[src/rtl/pipe_pkg.sv]
// Shared definitions for the inter-stage pipeline buffers:
// control-flag bit positions and occupancy state encoding.
package pipe_pkg;

    localparam int CTRL_W = 14;

    localparam int CTRL_ISST    = 0;
    localparam int CTRL_ISLD    = 1;
    localparam int CTRL_ISBEQ   = 2;
    localparam int CTRL_ISBGT   = 3;
    localparam int CTRL_ISRET   = 4;
    localparam int CTRL_ISIMM   = 5;
    localparam int CTRL_ISWB    = 6;
    localparam int CTRL_ISUBR   = 7;
    localparam int CTRL_ISCALL  = 8;
    localparam int CTRL_ALU_LSB = 9;
    localparam int CTRL_ALU_MSB = 13;

    typedef enum logic [1:0] {
        OCC_EMPTY = 2'd0,
        OCC_ONE   = 2'd1,
        OCC_TWO   = 2'd2
    } occ_e;

endpackage

[src/rtl/pipe_slot.sv]
// One beat register of a pipeline buffer: load-enabled,
// asynchronously cleared to zero.
module pipe_slot #(
    parameter int W = 8
) (
    input  logic         clk,
    input  logic         rst_n,
    input  logic         load,
    input  logic [W-1:0] d,
    output logic [W-1:0] q
);

    always_ff @(posedge clk or negedge rst_n) begin
        if (!rst_n) begin
            q <= '0;
        end else if (load) begin
            q <= d;
        end
    end

endmodule

[src/rtl/pipe_stage_buffer.sv]
// Valid/ready inter-stage pipeline register with flush and an
// optional skid slot; ctrl flags read as zero on bubbles.
module pipe_stage_buffer
    import pipe_pkg::*;
#(
    parameter int DATA_W = 32,
    parameter int CTRL_W = pipe_pkg::CTRL_W,
    parameter int SKID   = 1
) (
    input  logic              clk,
    input  logic              rst_n,
    input  logic              flush,
    input  logic              in_valid,
    output logic              in_ready,
    input  logic [DATA_W-1:0] in_instruction,
    input  logic [DATA_W-1:0] in_pc,
    input  logic [DATA_W-1:0] in_branchtarget,
    input  logic [DATA_W-1:0] in_op2,
    input  logic [DATA_W-1:0] in_aluresult,
    input  logic [CTRL_W-1:0] in_ctrl,
    output logic              out_valid,
    input  logic              out_ready,
    output logic [DATA_W-1:0] out_instruction,
    output logic [DATA_W-1:0] out_pc,
    output logic [DATA_W-1:0] out_branchtarget,
    output logic [DATA_W-1:0] out_op2,
    output logic [DATA_W-1:0] out_aluresult,
    output logic [CTRL_W-1:0] out_ctrl,
    output logic [1:0]        occupancy
);

    localparam int BEAT_W = 5 * DATA_W + CTRL_W;

    occ_e              state;
    occ_e              state_nx;
    logic              push;
    logic              pop;
    logic              head_load;
    logic [BEAT_W-1:0] head_d;
    logic [BEAT_W-1:0] head_q;
    logic [BEAT_W-1:0] skid_q;
    logic [BEAT_W-1:0] in_beat;
    logic [CTRL_W-1:0] head_ctrl;

    assign in_beat = {in_instruction, in_pc, in_branchtarget,
                      in_op2, in_aluresult, in_ctrl};

    assign out_valid = (state != OCC_EMPTY);
    assign push      = in_valid & in_ready;
    assign pop       = out_valid & out_ready;
    assign occupancy = state;

    always_comb begin
        state_nx  = state;
        head_load = 1'b0;
        head_d    = in_beat;
        if (flush) begin
            state_nx = OCC_EMPTY;
        end else begin
            case (state)
                OCC_EMPTY: begin
                    if (push) begin
                        head_load = 1'b1;
                        state_nx  = OCC_ONE;
                    end
                end
                OCC_ONE: begin
                    if (push && pop) begin
                        head_load = 1'b1;
                    end else if (push) begin
                        state_nx = (SKID != 0) ? OCC_TWO : OCC_ONE;
                    end else if (pop) begin
                        state_nx = OCC_EMPTY;
                    end
                end
                OCC_TWO: begin
                    if (pop) begin
                        head_load = 1'b1;
                        head_d    = skid_q;
                        state_nx  = OCC_ONE;
                    end
                end
                default: state_nx = OCC_EMPTY;
            endcase
        end
    end

    always_ff @(posedge clk or negedge rst_n) begin
        if (!rst_n) begin
            state <= OCC_EMPTY;
        end else begin
            state <= state_nx;
        end
    end

    pipe_slot #(.W(BEAT_W)) u_head (
        .clk   (clk),
        .rst_n (rst_n),
        .load  (head_load),
        .d     (head_d),
        .q     (head_q)
    );

    generate
        if (SKID != 0) begin : g_skid
            logic ready_q;
            logic skid_load;

            // Registered ready: upstream never sees a path from out_ready.
            always_ff @(posedge clk or negedge rst_n) begin
                if (!rst_n) begin
                    ready_q <= 1'b1;
                end else begin
                    ready_q <= (state_nx != OCC_TWO);
                end
            end

            assign in_ready  = ready_q;
            assign skid_load = !flush && push && !pop
                               && (state == OCC_ONE);

            pipe_slot #(.W(BEAT_W)) u_skid (
                .clk   (clk),
                .rst_n (rst_n),
                .load  (skid_load),
                .d     (in_beat),
                .q     (skid_q)
            );
        end else begin : g_noskid
            assign in_ready = !out_valid | out_ready;
            assign skid_q   = '0;
        end
    endgenerate

    assign {out_instruction, out_pc, out_branchtarget,
            out_op2, out_aluresult, head_ctrl} = head_q;

    assign out_ctrl = out_valid ? head_ctrl : '0;

endmodule
[config.mk]
export PLATFORM = sky130hd
export DESIGN_NAME = pipe_stage_buffer
export DESIGN_NICKNAME = d
export VERILOG_FILES = /design/src/rtl/pipe_pkg.sv /design/src/rtl/pipe_slot.sv /design/src/rtl/pipe_stage_buffer.sv
export SDC_FILE = /design/constraint.sdc
export NUM_CORES = 1
export LEC_CHECK = 0
export ABC_AREA = 0
export ABC_CLOCK_PERIOD_IN_PS = 1900
export BUFFER_PORTS_ARGS = -buffer_cell sky130_fd_sc_hd__buf_4
export CELL_PAD_IN_SITES_DETAIL_PLACEMENT = 1
export CELL_PAD_IN_SITES_GLOBAL_PLACEMENT = 2
export CORE_ASPECT_RATIO = 1.4
export CORE_MARGIN = 2
export CORE_UTILIZATION = 31
export DETAILED_ROUTE_END_ITERATION = 10
export GPL_ROUTABILITY_DRIVEN = 0
export GPL_TIMING_DRIVEN = 0
export PLACE_DENSITY = 0.77
export SLEW_MARGIN = 5
export SYNTH_ARGS = -nofsm -noshare
export SYNTH_HDL_FRONTEND = slang
export SYNTH_SLANG_ARGS = --single-unit
[constraint.sdc]
create_clock -name clk -period 1.9 [get_ports clk]
set_clock_uncertainty 0.1 [all_clocks]
set_input_delay 0.19 -clock clk [delete_from_list [all_inputs] [get_ports clk]]
set_output_delay 0.19 -clock clk [all_outputs]
set_load 0.005 [all_outputs]
======== Word level (Yosys, flattened, before mapping) ========
Cells that the tools add are included.
storage, ports and cells
  register bits after elaboration ......... 351
  bits in latches ......................... 0
  RAM bits ................................ 0
  ROM bits ................................ 0
  word-level logic and storage cells ...... 33
  memories kept ........................... 0
cells by class
  add/subtract/negate cells ............... 0
  multipliers ............................. 0
  div/mod/pow operators ................... 0
  $lt $le $gt $ge ......................... 0
  equality and inequality tests ........... 3
  shift-type cells ........................ 0
  mux-type cells .......................... 16
  bitwise gates (word level) .............. 2
  reductions and logical operators ........ 8
operator list
  kind                  count
  $mux W174             3
  $mux W14              1
  $mux W2               6
  $pmux W2 S3           1
  $logic_and A1 B1 Y1   4
  $mux W1               4
  $pmux W1 S3           1
  $and A1 B1 Y1         2
  $eq A2 B1 Y1 const B  1
  $eq A2 B2 Y1 const B  1
  $logic_not A1 Y1      2
  $logic_not A2 Y1      1
  $ne A2 B2 Y1 const B  1
  $reduce_bool A2 Y1    1

======== Logic depth before layout (Yosys ltp) ========
Gate-level depths: netlist of the first run.
  depth in word-level cells ............... 8
  mapped depth ............................ 8
  mapped depth without buffers ............ 4

======== By module ========
From an unflattened synthesis of the first run, not the netlist that was laid out.
second synthesis, totals
  cells, all modules ...................... 962
  area, all modules ....................... 15965.3 um2
modules (own cells, without submodules)
  module             times used  cells each  area an instance (um2)  sequential area each (um2)
  pipe_slot          2           367         6521.3                  4354.2
  pipe_stage_buffer  1           228         2922.8                  76.3

======== Worst setup path after synthesis of the first run ========
Ideal clock, no wire load.
  path type ............................... register to register
  start point ............................. reg g_skid.ready_q (netlist: in_ready)
  end point ............................... reg u_head.q[128]
  data arrival time ....................... 1.641 ns
  setup slack ............................. 0.029 ns
  stages on the path, launching flop included .. 6
  buffers on the path ..................... 2
  cells stage by stage .................... dfstp_2 > nand2_1 > o41ai_2 > clkbuf_1 > buf_2 > a31oi_1
on the way
  word-level cells in the longest chain between the ends .. 5
  elaborated cells between the ends (all ways) .. 6
RTL lines
  element                 RTL line                  text
  from (decl)             pipe_stage_buffer.sv:106  logic ready_q;
  from (signal assigned)  pipe_stage_buffer.sv:114  ready_q <= (state_nx != OCC_TWO);
  $and A1 B1 Y1 (*)       pipe_stage_buffer.sv:49   assign push = in_valid & in_ready;
  $logic_and A1 B1 Y1     pipe_stage_buffer.sv:68   if (push && pop) begin
  $mux W1                 pipe_stage_buffer.sv:68
  $pmux W1 S3 (*)         pipe_stage_buffer.sv:60   case (state)
  $mux W1 (*)             pipe_stage_buffer.sv:57   if (flush) begin
  to (signal assigned)    pipe_slot.sv:15           q <= '0;
  to (signal assigned)    pipe_slot.sv:17           q <= d;
  to (decl)               pipe_slot.sv:10           output logic [W-1:0] q
Every way passes the cells marked *; elsewhere a longest branch is shown, timed or not.
A chain may end at the register's enable or synchronous reset.

======== Worst setup path in the final report of the first run ========
  start point ............................. reg state[0] (netlist: occupancy[0])
  end point ............................... reg u_head.q[84]
on the way
  word-level cells in the longest chain between the ends .. 6
  elaborated cells between the ends (all ways) .. 13
RTL lines
  element                 RTL line                 text
  from (decl)             pipe_stage_buffer.sv:34  occ_e state;
  from (signal assigned)  pipe_stage_buffer.sv:92  state <= state_nx;
  $reduce_bool A2 Y1      pipe_stage_buffer.sv:48  assign out_valid = (state != OCC_EMPTY);
  $and A1 B1 Y1           pipe_stage_buffer.sv:50  assign pop = out_valid & out_ready;
  $logic_and A1 B1 Y1     pipe_stage_buffer.sv:68
  $mux W1                 pipe_stage_buffer.sv:68
  $pmux W1 S3             pipe_stage_buffer.sv:60
  $mux W1                 pipe_stage_buffer.sv:57
Several ways; a longest one is shown, not always the timed one.

==> flow_summary_export.csv, run 1 <==
group,metric,value,unit
run_status,status,"finished with violations",
run_status,violations,"negative setup slack",
critical_path,rr_startpoint,"occupancy[0]$_DFF_PN0_",
critical_path,critPathLaunchType,"flop",
layout,nNetsFinal,2301,
global_route,track_usage,19.14,%
sta,slew_viol_final,0,
sta,setup_violations,34,
detailed_routing,wire_per_inst,19.23,um
clock_network,cts_tree,"yes",
placed_design,place_hpwl,35.62,mm
clock_network,cts_max_path_buffers,3,
layout,drive_gt1_share,44.90,%
global_route,grt_pass1_vias,14410,
synth,synth_top_area_cell,"dfrtp_1",
critical_path,path_buf_inv,3,
sta,fin_crit_sh,102.2,%
sta,timing.hold.ws,0.03429,ns
placed_design,place_area,19180,sq um
layout,fin_util,48.13,%
placed_design,dpl.cell_count,2511,
clock_network,clock-root-buffer,"clkbuf_16",
critical_path,end_kind,"flop",
die,core,49880,sq um
global_route,grt_pass1_wl,80.05,mm
detailed_routing,wl_met3,2.375,mm
die,initial_core_util,31.31,%
layout,nFillCells,5447,
placed_design,pre_cts_slack,-0.9332,ns
clock_network,path_clk_slew,0.06,ns
critical_path,crit_type,"flop to flop",
critical_path,cp.depth,7,
sta,fin_ws,-0.04095,ns
sta,rsz0062_at_grt,"true",
layout,final_area,24010,sq um
power_and_ir_drop,p_leak,11.02,nW
sta,max_slew_margin,59.36,%
detailed_routing,num_vias,13110,
global_route,antenna_found_initial,6,
sta,hold_viol_final,0,
sta,worst_slew_pin_slew,0.6096,ns
critical_path,reg2regPathDepth,7,
power_and_ir_drop,vdd_drop_max,0.0005992,V
global_route,grt_max_degree,111,
synth,yosysWarningCount,0,
die,die_h,269.6,um
global_route,grt_overflow_total,0,
synth,synthTopCellsByArea,"dfrtp_1 56%, mux2_2 13%, nand2_1 8.4%, buf_4 7.7%, a31oi_1 7.0%",
die,die_area,52220,sq um
synth,syn_inst,1510,
sta,period_minus_slack,1.941,ns
detailed_routing,drc,0,
power_and_ir_drop,p_per_area,999.9,nW/um^2
critical_path,timing.rr.end,"u_head.q[84]$_DFFE_PN0P_",
detailed_routing,antenna_left,0,
hold_path,hold_path_class,"input port to flop",
critical_path,cp_top_family,"buffers and inverters",
placed_design,port_buffers,355,
clock_network,insertion_delay,0.53,ns
critical_path,crit_arrival,2.28,ns
detailed_routing,viasPerCell,4.689,
detailed_routing,drtIter0Drc,464,
synth,synth_seq_cells,351,
synth,ys_seq_area_share,56.24,%
sta,timing.fmax,515.2,MHz
critical_path,worst_path_most_repeated_cell,"clkbuf_16",
die,die_x,193.7,um
layout,layout.cells.non_filler,2795,
die,ioPinCount,357,
detailed_routing,dr_wl_met2,29.13,mm
critical_path,r2r_setup_slack,-0.04,ns
job,cap_violations,0,
critical_path,startpoint,"occupancy[0]$_DFF_PN0_",
hold_path,hold_depth,5,
synth,syn_area,15620,sq um
critical_path,slowest_delay,0.43,ns
synth,synth_area_per_cell,10.34,sq um
synth,yosysUniqueCellTypes,20,
critical_path,cp_max_fo,7,
die,rows,97,
critical_path,required,2.24,ns
synth,yosys.area.top_type_share,56.07,%
detailed_routing,wirelength,53.74,mm
detailed_routing,met1_length,20.59,mm
hold_path,holdPathEnd,"occupancy[0]$_DFF_PN0_",
critical_path,crit_path_cell_trace,"nor2b_4, o41ai_4, buf_6, clkbuf_16, clkbuf_16, nor2_2, a31oi_1",
clock_network,numCtsBuffers,39,
detailed_routing,firstDrtPassIters,4,
critical_path,critPathSlowestCell,"dfrtp_2",
synth,syn_nets,1689,
clock_network,cts.sinks,351,
hold_path,worstHoldStart,"in_valid",
layout,syn_to_final_growth,53.69,%
clock_network,htreeDepth,2,
detailed_routing,highest_layer,"met5",
what timing repair did:
action,in CTS,in global routing
pin swaps,3,1
hold buffers,177,0
resized for setup,141,223
cloned,0,26
hold endpoints to repair,425,0
setup buffers,4,6
endpoints found under the setup margin,365,449
cells by family (layout without fill, tap and decap cells):
family          Yosys count  after routing  synth area share (%)
compound gates          178            178                 7.233
buf+inv                 260            897                 10.49
mux                     174            174                 12.54
other cells               0              5                     0
xor+xnor                  1              1               0.05608
flops                   351            351                 56.24
simple gates            546            546                 13.44
power by group:
part / internal, mW / total [mW] / switching [mW]
registers: 9.35 / 10.4 / 1.06
clock network: 4.37 / 7.43 / 3.05
logic: 3.92 / 6.16 / 2.24
area by class of cell:
| type | count | area (sq um) | area share (%) |
|---|---|---|---|
| diodes | 5 | 12.51 | 0.05212 |
| plain buffers | 258 | 2263 | 9.428 |
| clock buffers | 60 | 1137 | 4.738 |
| clock inverters | 6 | 80.08 | 0.3336 |
| inverters | 2 | 7.507 | 0.03127 |
| multi-input cells | 899 | 5688 | 23.69 |
| flip-flops and latches | 351 | 8787 | 36.60 |
| well taps | 643 | 804.5 | 3.351 |
| repair buffers | 571 | 5226 | 21.77 |
cells in the mapped netlist:
master,count
dfrtp_1,350
nand2_1,350
nor2_1,178
a31oi_1,174
mux2_2,174
buf_4,160
buf_2,49
clkbuf_1,39
nor2b_1,15
buf_1,10
inv_1,2
a21oi_1,1
dfstp_2,1
nand3_1,1
nand3b_1,1
nand4bb_1,1
o41a_1,1
o41ai_1,1
o41ai_2,1
xnor2_1,1
per-layer routing:
layer	GRT usage, %	vias up
met5	0	-
met4	6.810	2
met3	3.765	83
met2	35.29	287
met1	21.81	6610
li1	-	6124
worst min-delay path, cell delays in order:
cell and delay [ns]:
buf_4 0.12, nand2_4 0.09, xnor2_1 0.08, nand2_1 0.07, a21oi_1 0.06
placed cells by master, fill, tap and decap left out, types with 2 or more instances in the layout:
cell type and n:
clkbuf_16 64, buf_16 3, clkbuf_2 17, dfrtp_2 2, mux2_2 174, inv_1 2
nor2b_1 14, dfrtp_1 348, buf_12 22, clkbuf_1 15, a31oi_2 5, a31oi_4 7
nor2_2 39, dlygate4sd3_1 177, buf_2 13, buf_6 10, nor2_4 29, clkbuf_8 8
a31oi_1 162, clkbuf_4 9, nor2_1 110, nand2_1 349, buf_4 538, bufinv_16 2
clkinv_2 4, diode_2 5, buf_8 13
registers in the layout, summed over array words and instances (netlist names):
name / cells
g_skid.u_skid.q: 174
u_head.q: 174
occupancy: 2
in_ready: 1
worst max-delay path by stage:
stage	to	slack [ns]
4_1_cts	u_head.q[126]$_DFFE_PN0P_	0.005
2_1_floorplan	u_head.q[128]$_DFFE_PN0P_	0.03
3_3_place_gp	u_head.q[56]$_DFFE_PN0P_	-3.01
5_1_grt	u_head.q[49]$_DFFE_PN0P_	-0.11
6_report	u_head.q[84]$_DFFE_PN0P_	-0.04
3_5_place_dp	u_head.q[90]$_DFFE_PN0P_	-0.93
per-stage QoR:
stage / setup TNS [ns] / total power, mW
finish: -0.3814 / 24.00
global route: -10.79 / 25.26
CTS: 0 / 23.65
detailed placement: -226.86 / 15.70
global placement: -1247.24 / 15.39
floorplan: 0 / 13.16
Note: power is estimated with default switching activity, not from simulation.
==> inputs of run 2 (changes only) <==
Settings changed: ABC_AREA 0 to 1, CORE_UTILIZATION 31 to 28, PLACE_DENSITY 0.77 to 0.76.
==> run 2 against run 1 <==
The flow now finishes without violations. Count of clock-buffer cells in the layout increased by 1. Area after synthesis increased by 10%. Die area increased by 22%. Utilization decreased by 7.4 points. Clock power increased by 13%. Via count increased by 27%. Worst hold slack improved by 0.0095 ns. Worst setup slack improved by 0.050 ns. Sequential power decreased by 4%. Sequential share of layout area decreased by 1.2 points. Critical path type is now flop to output port. Critical endpoint is now out_ctrl[10].
==> flow_summary_export.csv, run 2 <==
group,metric,value,unit
placed_design,place_hpwl,46.39,mm
global_route,grt_max_degree,107,
synth,syn_nets,2464,
critical_path,critPathSlowestCell,"dfrtp_2",
sta,max_slew_margin,35.12,%
synth,syn_inst,2285,
synth,synth_top_area_cell,"dfrtp_1",
clock_network,cts_max_path_buffers,3,
critical_path,reg2regPathDepth,6,
critical_path,timing.rr.end,"g_skid.u_skid.q[98]$_DFFE_PN0P_",
die,die_area,63620,sq um
critical_path,end_kind,"output port",
critical_path,critPathLaunchType,"flop",
power_and_ir_drop,p_total,23.76,mW
detailed_routing,drtIter0Drc,675,
die,rows,107,
detailed_routing,wirelength,63.85,mm
layout,nNetsFinal,3059,
synth,ys_top_cells_by_count,"1229 x nand2_1, 350 x dfrtp_1, 349 x nand3_1",
detailed_routing,drc,0,
placed_design,dpl.cell_count,3461,
synth,yosysUniqueCellTypes,16,
global_route,grt_pass1_vias,18390,
sta,slew_viol_final,0,
sta,fin_crit_sh,99.54,%
power_and_ir_drop,vdd_drop_max,0.0005349,V
sta,rsz0062_at_grt,"true",
critical_path,rr_startpoint,"in_ready$_DFF_PN1_",
synth,synth_area_per_cell,7.547,sq um
detailed_routing,firstDrtPassIters,5,
critical_path,required,1.61,ns
placed_design,port_buffers,356,
synth,synth_edf_count,0,
die,core,60910,sq um
synth,syn_area,17250,sq um
critical_path,startpoint,"occupancy[0]$_DFF_PN0_",
sta,timing.hold.ws,0.04374,ns
sta,timing.fmax,528.8,MHz
clock_network,cts.sinks,351,
detailed_routing,viasPerCell,4.452,
synth,yosys.area.top_type_share,50.79,%
detailed_routing,wire_per_inst,17.09,um
critical_path,crit_type,"flop to output port",
clock_network,cts_tree,"yes",
synth,ys_seq_area_share,50.94,%
critical_path,crit_arrival,1.60,ns
job,cap_violations,0,
die,initial_core_util,28.31,%
synth,synth_seq_cells,351,
clock_network,numCtsBuffers,42,
detailed_routing,antenna_left,0,
synth,synthTopCellsByArea,"dfrtp_1 51%, nand2_1 27%, nand3_1 10%, buf_4 7.0%, buf_2 3.5%",
clock_network,htreeDepth,2,
layout,drive_gt1_share,26.13,%
synth,ys.flop_type,"dfrtp_1",
layout,syn_to_final_growth,43.84,%
clock_network,insertion_delay,0.57,ns
power_and_ir_drop,p_per_area,957.9,nW/um^2
critical_path,slowest_delay,0.43,ns
critical_path,r2r_setup_slack,0.09,ns
sta,worst_slew_pin_slew,0.9732,ns
hold_path,hold_path_class,"input port to async pin",
power_and_ir_drop,p_leak,13.68,nW
global_route,grt_overflow_total,0,
critical_path,crit_path_cell_trace,"inv_4, nand2_4, inv_8, clkbuf_16, nor2_4, buf_6",
die,die_x,213.7,um
sta,setup_violations,0,
run_status,status,"completed",
critical_path,cp_max_fo,5,
synth,ys_async_sr_fraction,100.0,%
global_route,track_usage,20.23,%
clock_network,path_clk_slew,0.06,ns
synth,yosysMostFrequentCell,"nand2_1",
die,ioPinCount,357,
global_route,antenna_found_initial,11,
sta,hold_viol_final,0,
layout,layout.cells.non_filler,3737,
global_route,grt_pass1_wl,101.4,mm
sta,tns,0,ns
die,die_h,297.6,um
sta,period_minus_slack,1.891,ns
detailed_routing,num_vias,16640,
synth,yosysWarningCount,0,
layout,final_cell_mix,"1225 x nand2_1, 527 x buf_4, 349 x nand3_1",
layout,final_common_cell,"nand2_1",
layout,fin_util,40.72,%
clock_network,clock-root-buffer,"clkbuf_16",
## run 2: logic make-up after synthesis
kind of cell	share of synthesized area [%]
compound gates	0.08704
buf+inv	11.59
flops	50.94
simple gates	37.38
## run 2: what timing repair did
action | in CTS | in global routing
gates resized for setup | 96 | 59
pin swaps | 4 | 4
hold buffers | 177 | 0
buffers inserted | 13 | 1
endpoints found under the setup margin | 348 | 338
hold endpoints to repair | 593 | 0
gates cloned | 2 | 0
## run 2: stage by stage
step	cell area, sq um	setup slack, ns
6_report	24810	0.008806
5_1_grt	24810	-0.06585
4_1_cts	24630	-0.04786
3_5_place_dp	21030	-0.4186
3_3_place_gp	20940	-3.092
2_1_floorplan	17250	0.3367
## run 2: how the worst max path moves through the flow
stage | end
final | out_ctrl[10]
after global routing | out_ctrl[10]
after CTS | out_ctrl[10]
after detailed placement | g_skid.u_skid.q[39]$_DFFE_PN0P_
after global placement | u_head.q[119]$_DFFE_PN0P_
after floorplan | g_skid.u_skid.q[103]$_DFFE_PN0P_
## run 2: where the power goes
part           switching [mW]  leakage (nW)  internal, mW
Combinational            2.48          8.58          2.89
Clock                    3.34         0.702          5.04
Sequential              0.914          4.41          9.09
## run 2: layer usage
layer / GRT usage (%) / routed length (um) / up-vias
li1: - / - / 8159
met5: 0 / 41 / -
met2: 37.16 / 32930 / 298
met4: 4.514 / 1202 / 6
met1: 23.85 / 26390 / 8107
met3: 4.160 / 3287 / 67
## run 2: cell type report
cell class	instances	area [sq um]
clock buffers	61	1234
diodes	8	20.02
fillers	7367	36110
multi-input cells	1601	6595
clock inverters	15	181.4
inverters	20	87.58
well taps	817	1022
plain buffers	312	2138
repair buffers	552	4741
flip-flops and latches	351	8787
## run 2: critical path, delay by kind of cell, from the launching register on
kind | cells | cell delay (ns)
buffers and inverters | 4 | 0.38
flip-flops | 1 | 0.43
AND/OR/NAND/NOR | 2 | 0.22
==> inputs of run 3 (changes only) <==
Settings changed: ABC_CLOCK_PERIOD_IN_PS 1900 to unset, CORE_UTILIZATION 28 to 31, PLACE_DENSITY 0.76 to 0.8, REMOVE_ABC_BUFFERS set to 1.
Clock period 1.9 ns to 2 ns, I/O delays scaled along.
==> run 3 against run 2 <==
The flow now finishes with violations (negative setup slack). Worst hold slack gained 0.022 ns. Non-clock buffer count is 227 lower. Wire length rose by 11%. Cell count decreased by 8.6%. Utilization increased by 3.7 points. Flip-flop and latch count unchanged. Die area is 9.5% lower. Worst setup slack got worse by 0.052 ns. Largest power group unchanged. Sequential share of layout area up 0.45 points. Combinational power is 12% lower. Cell area down 1.3%.
==> flow_summary_export.csv, run 3 (synthesis gave the netlist of run 2 again) <==
group,metric,value,unit
clock_network,htreeDepth,2,
layout,final_common_cell,"nand2_1",
run_status,violations,"negative setup slack",
sta,max_slew_margin,45.22,%
die,die_area,57560,sq um
critical_path,critPathSlowestCell,"dfrtp_2",
power_and_ir_drop,switching_share,29.77,%
sta,worst_slew_pin_slew,0.8197,ns
detailed_routing,wirelength,70.65,mm
die,ioPinCount,357,
placed_design,dpl.cell_count,3107,
detailed_routing,antenna_left,0,
layout,ff_latch_area,8787,sq um
critical_path,required,1.70,ns
sta,fin_crit_sh,102.1,%
sta,rsz0062_at_grt,"true",
detailed_routing,num_vias,16720,
placed_design,pre_cts_slack,-0.6955,ns
power_and_ir_drop,power.switching,6.478,mW
sta,timing.fmax,489.5,MHz
layout,nNetsFinal,2837,
die,rows,102,
critical_path,cp_max_fo,5,
power_and_ir_drop,p_per_area,888.3,nW/um^2
critical_path,reg2regPathDepth,9,
power_and_ir_drop,p_seq_share,44.2,%
clock_network,cts_tree,"yes",
die,die_h,283.1,um
sta,fin_ws,-0.04286,ns
placed_design,port_buffers,356,
clock_network,numCtsBuffers,40,
clock_network,insertion_delay,0.55,ns
critical_path,critPathLaunchType,"flop",
critical_path,crit_type,"flop to output port",
hold_path,hold_depth,4,
detailed_routing,viasPerCell,4.893,
critical_path,cp_top_family,"buffers and inverters",
power_and_ir_drop,vdd_drop_max,0.0005897,V
placed_design,place_hpwl,40.06,mm
global_route,grt_max_degree,103,
hold_path,hold_path_class,"input port to flop",
critical_path,crit_path_cell_trace,"clkinv_4, nand2_4, clkinvlp_4, buf_6, nor2_2, buf_4",
layout,nFillCells,6568,
run_status,status,"finished with violations",
sta,hold_viol_final,0,
clock_network,clock-root-buffer,"clkbuf_16",
critical_path,cp.depth,6,
job,cap_violations,0,
sta,setup_violations,9,
layout,layout.cells.non_filler,3416,
critical_path,end_kind,"output port",
power_and_ir_drop,clock_power_share,34.0,%
die,die_x,203.3,um
sta,period_minus_slack,2.043,ns
detailed_routing,drc,0,
power_and_ir_drop,p_leak,13.11,nW
global_route,grt_pass1_wl,104.5,mm
layout,drive_gt1_share,22.75,%
detailed_routing,wire_per_inst,20.68,um
global_route,track_usage,23.01,%
power_and_ir_drop,internal-power,15.28,mW
global_route,antenna_found_initial,7,
clock_network,cts.sinks,351,
critical_path,crit_arrival,1.74,ns
clock_network,cts_max_path_buffers,3,
sta,slew_viol_final,0,
detailed_routing,firstDrtPassIters,5,
layout,syn_to_final_growth,42.04,%
detailed_routing,drtIter0Drc,834,
global_route,grt_overflow_total,0,
die,core,55130,sq um
clock_network,path_clk_slew,0.06,ns
critical_path,slowest_delay,0.40,ns
critical_path,path_buf_inv,4,
global_route,grt_pass1_vias,17930,
layout,fin_util,44.43,%
layout,multi_input_area,7041,sq um
die,initial_core_util,31.28,%
power_and_ir_drop,comb_power_share,21.8,%
layout,final_cell_mix,"1167 x nand2_1, 375 x buf_4, 348 x nand3_1, 348 x dfrtp_1, 177 x dlygate4sd3_1",
[run 3: worst paths after layout]
check                                                       from                                to  slack [ns]
max in group asynchronous                                  rst_n          u_head.q[80]$_DFFE_PN0P_        0.25
min in group asynchronous                                  rst_n          u_head.q[47]$_DFFE_PN0P_        0.10
worst max-delay path                      occupancy[1]$_DFF_PN0_                       out_ctrl[2]       -0.04
worst min-delay path                                       flush    g_skid.u_skid.q[7]$_DFFE_PN0P_        0.07
worst max register to register                in_ready$_DFF_PN1_   g_skid.u_skid.q[30]$_DFFE_PN0P_       -0.01
worst min register to register  g_skid.u_skid.q[125]$_DFFE_PN0P_  g_skid.u_skid.q[125]$_DFFE_PN0P_        0.37
[run 3: area by class of cell]
cell class	count	area share, %
clock buffers	60	4.848
repair buffers	637	26.09
flip-flops and latches	351	35.87
well taps	728	3.719
clock inverters	5	0.3065
diodes	7	0.07151
multi-input cells	1608	28.74
inverters	20	0.3525
[run 3: power groups by stage]
| stage | registers (mW) | clock network (mW) | logic [mW] |
|---|---|---|---|
| floorplan | 9.46 | 0 | 1.71 |
| global placement | 9.54 | 0 | 3.92 |
| detailed placement | 9.60 | 0 | 4.02 |
| CTS | 9.50 | 7.63 | 4.47 |
| global route | 9.79 | 7.86 | 5.25 |
| finish | 9.61 | 7.40 | 4.75 |
[run 3: routing by layer]
metal	global-route usage [%]	share of wire, %
met2	40.20	51
met3	3.566	4.1
met4	8.942	3.9
met5	0	0
met1	28.29	41
[run 3: worst reg2reg max path, cell delays in order, from the launching register on]
cell	delay [ns]
dfstp_2	0.56
nand2_4	0.08
nor3_4	0.27
buf_12	0.16
buf_16	0.12
nand2_8	0.08
buf_12	0.21
clkbuf_16	0.20
nand2_2	0.07
nand2_1	0.04
[run 3: what timing repair did]
action	CTS	global route
buffers inserted	24	16
hold buffers	178	0
pin swaps	6	5
gates resized for setup	25	139
endpoints found under the hold margin	413	0
cloned	10	15
endpoints found under the setup margin	362	321
[run 3: through the flow]
step / instance area [sq um] / total power, mW / TNS, ns / hold slack, ns
detailed placement: 20110 / 13.63 / -181.02 / 0.07511
global placement: 18900 / 13.46 / - / 0.2863
CTS: 23630 / 21.61 / 0 / 0.01949
floorplan: 15320 / 11.17 / -3326.37 / -0.1956
finish: 24490 / 21.76 / -0.1020 / 0.06611
global route: 24490 / 22.91 / -5.569 / 0.07506
